`src/rtl/pipeline_trace_tracker.sv`:
```
// Instruction-lifetime tracker: shadows an N-stage pipeline, tags each fetch with a
// wrapping sequence ID and emits one retire record per instruction through a FWFT FIFO.
module pipeline_trace_tracker #(
  parameter int NUM_STAGES = 5,
  parameter int ID_W       = 7,
  parameter int DATA_W     = 16,
  parameter int CYC_W      = 32,
  parameter int STALL_W    = 8,
  parameter int FIFO_DEPTH = 4
) (
  input  logic                  clk,
  input  logic                  rst_n,
  input  logic                  fetch_valid,
  input  logic [DATA_W-1:0]     fetch_data,
  input  logic [NUM_STAGES-1:0] stall_vec,
  input  logic [NUM_STAGES-1:0] flush_vec,
  output logic                  rec_valid,
  input  logic                  rec_ready,
  output logic [ID_W-1:0]       rec_id,
  output logic [DATA_W-1:0]     rec_data,
  output logic [CYC_W-1:0]      rec_fetch_cyc,
  output logic [CYC_W-1:0]      rec_retire_cyc,
  output logic [STALL_W-1:0]    rec_stall_cnt,
  output logic                  rec_flushed,
  output logic [NUM_STAGES-1:0] stage_valid,
  output logic                  overflow,
  output logic [CYC_W-1:0]      cycle_count
);

  localparam int LAST  = NUM_STAGES - 1;
  localparam int PTR_W = $clog2(FIFO_DEPTH);

  function automatic logic [STALL_W-1:0] sat_inc(input logic [STALL_W-1:0] v);
    return (&v) ? v : v + 1'b1;
  endfunction

  logic [NUM_STAGES-1:0] valid_q, valid_d;
  logic [ID_W-1:0]       next_id_q, next_id_d;
  logic [CYC_W-1:0]      cycle_count_q, cycle_count_d;
  logic [PTR_W:0]        wr_ptr_q, wr_ptr_d, rd_ptr_q, rd_ptr_d;
  logic                  overflow_q, overflow_d;

  logic [ID_W-1:0]       id_q    [NUM_STAGES];
  logic [ID_W-1:0]       id_d    [NUM_STAGES];
  logic [DATA_W-1:0]     data_q  [NUM_STAGES];
  logic [DATA_W-1:0]     data_d  [NUM_STAGES];
  logic [CYC_W-1:0]      fcyc_q  [NUM_STAGES];
  logic [CYC_W-1:0]      fcyc_d  [NUM_STAGES];
  logic [STALL_W-1:0]    stall_q [NUM_STAGES];
  logic [STALL_W-1:0]    stall_d [NUM_STAGES];
  logic [NUM_STAGES-1:0] flushed_q, flushed_d;

  logic [ID_W-1:0]       mem_id_q    [FIFO_DEPTH];
  logic [ID_W-1:0]       mem_id_d    [FIFO_DEPTH];
  logic [DATA_W-1:0]     mem_data_q  [FIFO_DEPTH];
  logic [DATA_W-1:0]     mem_data_d  [FIFO_DEPTH];
  logic [CYC_W-1:0]      mem_fcyc_q  [FIFO_DEPTH];
  logic [CYC_W-1:0]      mem_fcyc_d  [FIFO_DEPTH];
  logic [CYC_W-1:0]      mem_rcyc_q  [FIFO_DEPTH];
  logic [CYC_W-1:0]      mem_rcyc_d  [FIFO_DEPTH];
  logic [STALL_W-1:0]    mem_stall_q [FIFO_DEPTH];
  logic [STALL_W-1:0]    mem_stall_d [FIFO_DEPTH];
  logic [FIFO_DEPTH-1:0] mem_fl_q, mem_fl_d;

  logic [NUM_STAGES-1:0] hold;
  logic [NUM_STAGES-1:0] flushed_eff;
  logic                  retire, empty, full, pop, push;
  logic [PTR_W-1:0]      wr_idx, rd_idx;

  // A stall in stage i freezes every younger stage as well.
  always_comb begin : hold_calc
    logic acc;
    acc  = 1'b0;
    hold = '0;
    for (int i = LAST; i >= 0; i--) begin
      acc     = acc | stall_vec[i];
      hold[i] = acc;
    end
  end

  // Flush marks whatever register the instruction lands in after this edge.
  assign flushed_eff = flushed_q | (flush_vec & valid_q);

  always_comb begin : stage_next
    valid_d   = valid_q;
    flushed_d = flushed_q;
    id_d      = id_q;
    data_d    = data_q;
    fcyc_d    = fcyc_q;
    stall_d   = stall_q;
    if (hold[0]) begin
      flushed_d[0] = flushed_eff[0];
      if (valid_q[0]) stall_d[0] = sat_inc(stall_q[0]);
    end else begin
      valid_d[0]   = fetch_valid;
      id_d[0]      = next_id_q;
      data_d[0]    = fetch_data;
      fcyc_d[0]    = cycle_count_q;
      stall_d[0]   = '0;
      flushed_d[0] = 1'b0;
    end
    for (int i = 1; i < NUM_STAGES; i++) begin
      if (hold[i]) begin
        flushed_d[i] = flushed_eff[i];
        if (valid_q[i]) stall_d[i] = sat_inc(stall_q[i]);
      end else if (hold[i-1]) begin
        valid_d[i] = 1'b0;
      end else begin
        valid_d[i]   = valid_q[i-1];
        id_d[i]      = id_q[i-1];
        data_d[i]    = data_q[i-1];
        fcyc_d[i]    = fcyc_q[i-1];
        stall_d[i]   = stall_q[i-1];
        flushed_d[i] = flushed_eff[i-1];
      end
    end
  end

  assign next_id_d     = next_id_q + ID_W'(fetch_valid & ~hold[0]);
  assign cycle_count_d = cycle_count_q + 1'b1;

  assign retire = valid_q[LAST] & ~stall_vec[LAST];
  assign wr_idx = wr_ptr_q[PTR_W-1:0];
  assign rd_idx = rd_ptr_q[PTR_W-1:0];
  assign empty  = (wr_ptr_q == rd_ptr_q);
  assign full   = (wr_ptr_q[PTR_W] != rd_ptr_q[PTR_W]) && (wr_idx == rd_idx);
  assign pop    = ~empty & rec_ready;
  // When full, a same-edge pop frees the head slot that the push overwrites.
  assign push   = retire & (~full | pop);

  assign wr_ptr_d   = wr_ptr_q + (PTR_W+1)'(push);
  assign rd_ptr_d   = rd_ptr_q + (PTR_W+1)'(pop);
  assign overflow_d = overflow_q | (retire & full & ~pop);

  always_comb begin : fifo_next
    mem_id_d    = mem_id_q;
    mem_data_d  = mem_data_q;
    mem_fcyc_d  = mem_fcyc_q;
    mem_rcyc_d  = mem_rcyc_q;
    mem_stall_d = mem_stall_q;
    mem_fl_d    = mem_fl_q;
    if (push) begin
      mem_id_d[wr_idx]    = id_q[LAST];
      mem_data_d[wr_idx]  = data_q[LAST];
      mem_fcyc_d[wr_idx]  = fcyc_q[LAST];
      mem_rcyc_d[wr_idx]  = cycle_count_q;
      mem_stall_d[wr_idx] = stall_q[LAST];
      mem_fl_d[wr_idx]    = flushed_eff[LAST];
    end
  end

  always_ff @(posedge clk or negedge rst_n) begin
    if (!rst_n) begin
      valid_q       <= '0;
      next_id_q     <= '0;
      cycle_count_q <= '0;
      wr_ptr_q      <= '0;
      rd_ptr_q      <= '0;
      overflow_q    <= 1'b0;
    end else begin
      valid_q       <= valid_d;
      next_id_q     <= next_id_d;
      cycle_count_q <= cycle_count_d;
      wr_ptr_q      <= wr_ptr_d;
      rd_ptr_q      <= rd_ptr_d;
      overflow_q    <= overflow_d;
    end
  end

  // Payload is only meaningful under a valid bit, so it carries no reset.
  always_ff @(posedge clk) begin
    id_q        <= id_d;
    data_q      <= data_d;
    fcyc_q      <= fcyc_d;
    stall_q     <= stall_d;
    flushed_q   <= flushed_d;
    mem_id_q    <= mem_id_d;
    mem_data_q  <= mem_data_d;
    mem_fcyc_q  <= mem_fcyc_d;
    mem_rcyc_q  <= mem_rcyc_d;
    mem_stall_q <= mem_stall_d;
    mem_fl_q    <= mem_fl_d;
  end

  assign rec_valid      = ~empty;
  assign rec_id         = rec_valid ? mem_id_q[rd_idx]    : '0;
  assign rec_data       = rec_valid ? mem_data_q[rd_idx]  : '0;
  assign rec_fetch_cyc  = rec_valid ? mem_fcyc_q[rd_idx]  : '0;
  assign rec_retire_cyc = rec_valid ? mem_rcyc_q[rd_idx]  : '0;
  assign rec_stall_cnt  = rec_valid ? mem_stall_q[rd_idx] : '0;
  assign rec_flushed    = rec_valid & mem_fl_q[rd_idx];
  assign stage_valid    = valid_q;
  assign overflow       = overflow_q;
  assign cycle_count    = cycle_count_q;

endmodule

```
`config.mk`:
```
export PLATFORM = sky130hd
export DESIGN_NAME = pipeline_trace_tracker
export DESIGN_NICKNAME = d
export VERILOG_FILES = /design/src/rtl/pipeline_trace_tracker.sv
export SDC_FILE = /design/constraint.sdc
export NUM_CORES = 1
export LEC_CHECK = 0
export ABC_AREA = 0
export CAP_MARGIN = 20
export CORE_ASPECT_RATIO = 1.25
export CORE_UTILIZATION = 60
export CTS_BUF_LIST = sky130_fd_sc_hd__clkbuf_8
export CTS_CLUSTER_SIZE = 12
export DETAILED_ROUTE_END_ITERATION = 10
export PLACE_DENSITY = 0.8
export SLEW_MARGIN = 25
export SYNTH_ARGS = -nofsm -noshare
export SYNTH_HDL_FRONTEND = slang
export SYNTH_SLANG_ARGS = --single-unit
```
`constraint.sdc`:
```
create_clock -name clk -period 11.8 [get_ports clk]
set_clock_uncertainty 0.05 [all_clocks]
set_input_delay 3.54 -clock clk [delete_from_list [all_inputs] [get_ports clk]]
set_output_delay 3.54 -clock clk [all_outputs]
set_load 0.005 [all_outputs]
```
==> impl_metrics.py <==
metrics = {
    "layout": {
        "layout.cells.most_common_list": "695 x edfxtp_1, 163 x clkdlybuf4s50_1, 113 x clkbuf_8",
        "drive_gt1_frac": 0.1658,
        "multi_input_area_mm2": 0.004792,
        "final_area_mm2": 0.03167,
        "fin_nets": 1595,
        "seq_area_mm2": 0.02233,
        "final_common_cell": "edfxtp_1",
        "fill_cells": 2618,
        "syn2layout_area_growth_pct": 15.75,
    },
    "logic_synthesis": {
        "syn_avg_cell_area_um2": 20.84,
        "synth_edf_count": 695,
        "ys_seq_area_frac": 0.8159,
        "synth_nets": 1355,
        "synth-async-reset-ratio": 0.06755,
        "yosysWarnings": 0,
        "ys_types": 49,
        "synthesis.area_mm2": 0.02736,
        "synthFlopType": "edfxtp_1",
        "netlist_instances": 1313,
        "synth_seq_cells": 755,
    },
    "cts": {
        "cts_tree": "yes",
        "clock-sinks": 755,
        "ctsResizeCount": 0,
        "htree_levels": 3,
        "clk_latency_ns": 0.66,
        "cts_inserted_buffers": 102,
        "cts_hold_buffers": 0,
        "clk_pin_slew_ns": 0.07,
        "postCtsSetupRepairBufs": 0,
        "cts_buffer_depth": 3,
        "cts-root-buf": "clkbuf_8",
    },
    "sta": {
        "setup_ws_ns": 3.932,
        "worst_pin_slew_ns": 0.9724,
        "fmax_ghz": 0.1271,
        "setup_viol": 0,
        "max_slew_margin": 0.3517,
        "grt_setup_unrepaired": "no",
        "timing_hold_violations_final": 0,
        "period_share": 0.6668,
        "drv_slew": 0,
        "fin_hold_ws_ns": 0.3660,
        "min_period_ns": 7.868,
        "setup_tns_ns": 0,
    },
    "outcome": {
        "violations": "design-rule violations",
        "outcome": "finished, violations left",
    },
    "place": {
        "dp_slack_ns": 4.252,
        "numPortBuffers": 164,
        "routabilityCongestion": 0.7665,
        "dp_hpwl_um": 29190,
        "place_area_mm2": 0.02965,
    },
    "detailed_routing": {
        "drcViolationCount": 21,
        "dr.pass1.iters": 11,
        "avgViaCountPerCell": 5.730,
        "dr.first_iter.drc_count": 1039,
        "ant_nets": 0,
        "wirelength_um": 49380,
        "wl_per_cell_um": 22.24,
        "via_count": 12720,
    },
    "critical_path": {
        "crit_required_ns": 8.21,
        "start_kind": "flop",
        "crit_arrival_ns": 4.28,
        "crit_type": "flop to primary output",
        "cp_max_fo": 45,
        "critPathCaptureType": "primary output",
    },
    "grt": {
        "grt_antenna_before_repair": 1,
        "grt_max_degree": 74,
        "grt_pass1_wl_um": 74460,
        "track_usage": 0.2187,
        "grt-ovfl-total": 0,
        "grt_pass1_vias": 13210,
    },
    "power_and_ir_drop": {
        "finalPower_w": 0.006270,
        "power.density_mw_per_mm2": 198.0,
        "ir_drop_mv": 0.1194,
        "p_leak_nw": 10.86,
    },
    "floorplanning": {
        "die_y_um": 240.8,
        "initial_core_util": 0.6072,
        "ioPinCount": 165,
        "fp-row-count": 87,
        "die_area_mm2": 0.04647,
        "die_w_um": 193.0,
        "coreArea_mm2": 0.04507,
    },
    "flow_run": {
        "maxCapViolCount": 0,
    },
    "worst_hold_path": {
        "hp-class": "flop to flop",
    },
}
-- path summary, 6_finish.rpt --
check | from | to | slack (ns) | cells after the start
worst min register to register | fcyc_q[88]$_DFFE_PP_ | fcyc_q[56]$_DFFE_PP_ | 0.37 | 0
min in group asynchronous | rst_n | cycle_count[2]$_DFF_PN0_ | 2.97 | 2
worst min-delay path | fcyc_q[88]$_DFFE_PP_ | fcyc_q[56]$_DFFE_PP_ | 0.37 | 0
max in group asynchronous | rst_n | rd_ptr_q[0]$_DFF_PN0_ | 8.17 | 2
worst max register to register | rd_ptr_q[1]$_DFF_PN0_ | mem_id_q[10]$_DFFE_PP_ | 7.68 | 6
worst max-delay path | rd_ptr_q[0]$_DFF_PN0_ | rec_data[13] | 3.93 | 5
-- where the power goes --
group	leakage, nW	total (W)	internal [W]	switching, W
Sequential	7.30	0.00307	0.00296	0.000106
Combinational	2.37	0.00130	0.000786	0.000513
Clock	1.19	0.00190	0.000992	0.000911
Total	10.9	0.00627	0.00474	0.00153
-- cell families (layout without fill, tap and decap cells) --
family                     Yosys count  in the layout  share of synthesized area
adders and majority gates           12             12                   0.005487
AOI/OAI and AO/OA                   51             51                    0.01102
xor gates and xnor gates            67             67                    0.02144
and+or+nand+nor                    271            271                    0.05363
other                                0              1                          0
buffers and inverters               53            381                    0.01047
DFF                                755            755                     0.8159
muxes                              104            104                    0.08207
-- layer usage --
| layer | wire length, µm | share of wire | track usage |
|---|---|---|---|
| met5 | 0 | 0 | 0 |
| met4 | 1131 | 0.023 | 0.07955 |
| met3 | 2920 | 0.059 | 0.04173 |
| met2 | 25010 | 0.51 | 0.3606 |
| met1 | 20310 | 0.41 | 0.2946 |
-- sequential cells by signal, summed over array words and instances, names as in the netlist, 4 cells and up --
| register | flops |
|---|---|
| cycle_count | 32 |
| data_q | 80 |
| fcyc_q | 160 |
| flushed_q | 5 |
| id_q | 35 |
| mem_data_q | 64 |
| mem_fcyc_q | 128 |
| mem_fl_q | 4 |
| mem_id_q | 28 |
| mem_rcyc_q | 128 |
| mem_stall_q | 32 |
| next_id_q | 7 |
| stage_valid | 5 |
| stall_q | 40 |
-- through the flow --
step,util,cells
after floorplan,-,1313
after global placement,0.6579,2027
after detailed placement,0.6580,2027
after CTS,0.7028,2219
after global routing,0.7028,2220
final,0.7028,2220
-- final cells by class --
type / instances / area share
diodes: 1 / 0.00007900
clock buffers: 113 / 0.04910
clock inverters: 79 / 0.01458
inverters: 10 / 0.001541
multi-input cells: 505 / 0.1513
flip-flops and latches: 755 / 0.7051
well taps: 578 / 0.02283
repair buffers: 179 / 0.05546
-- cell usage after synthesis, types with 3 or more instances --
library cell / count / area, µm²
nand3_1: 32 / 160.2
nor2_1: 37 / 138.9
buf_6: 4 / 45.04
and3_1: 10 / 62.56
mux4_2: 96 / 2162
nor3_2: 3 / 30.03
xor2_1: 27 / 236.5
nor2b_1: 96 / 600.6
xnor2_1: 40 / 350.3
a21oi_1: 17 / 85.08
a31o_2: 3 / 26.28
mux2i_1: 5 / 50.05
inv_1: 7 / 26.28
dfxtp_1: 9 / 180.2
nand2_1: 51 / 191.4
buf_4: 6 / 45.04
edfxtp_1: 695 / 20870
nand4_1: 17 / 106.4
clkbuf_1: 12 / 45.04
o21ai_0: 20 / 100.1
ha_1: 12 / 150.1
nor3_1: 9 / 45.04
a22o_1: 4 / 35.03
and2_1: 5 / 31.28
buf_2: 20 / 100.1
dfrtp_1: 51 / 1276
-- critical path, cell delays in order (launching register included) --
cell and delay, ns:
dfrtp_4 0.73, buf_4 0.66, buf_4 0.85, mux4_2 0.64, nor2b_1 0.16, clkdlybuf4s50_1 0.48
(Power assumes the default switching activity.)
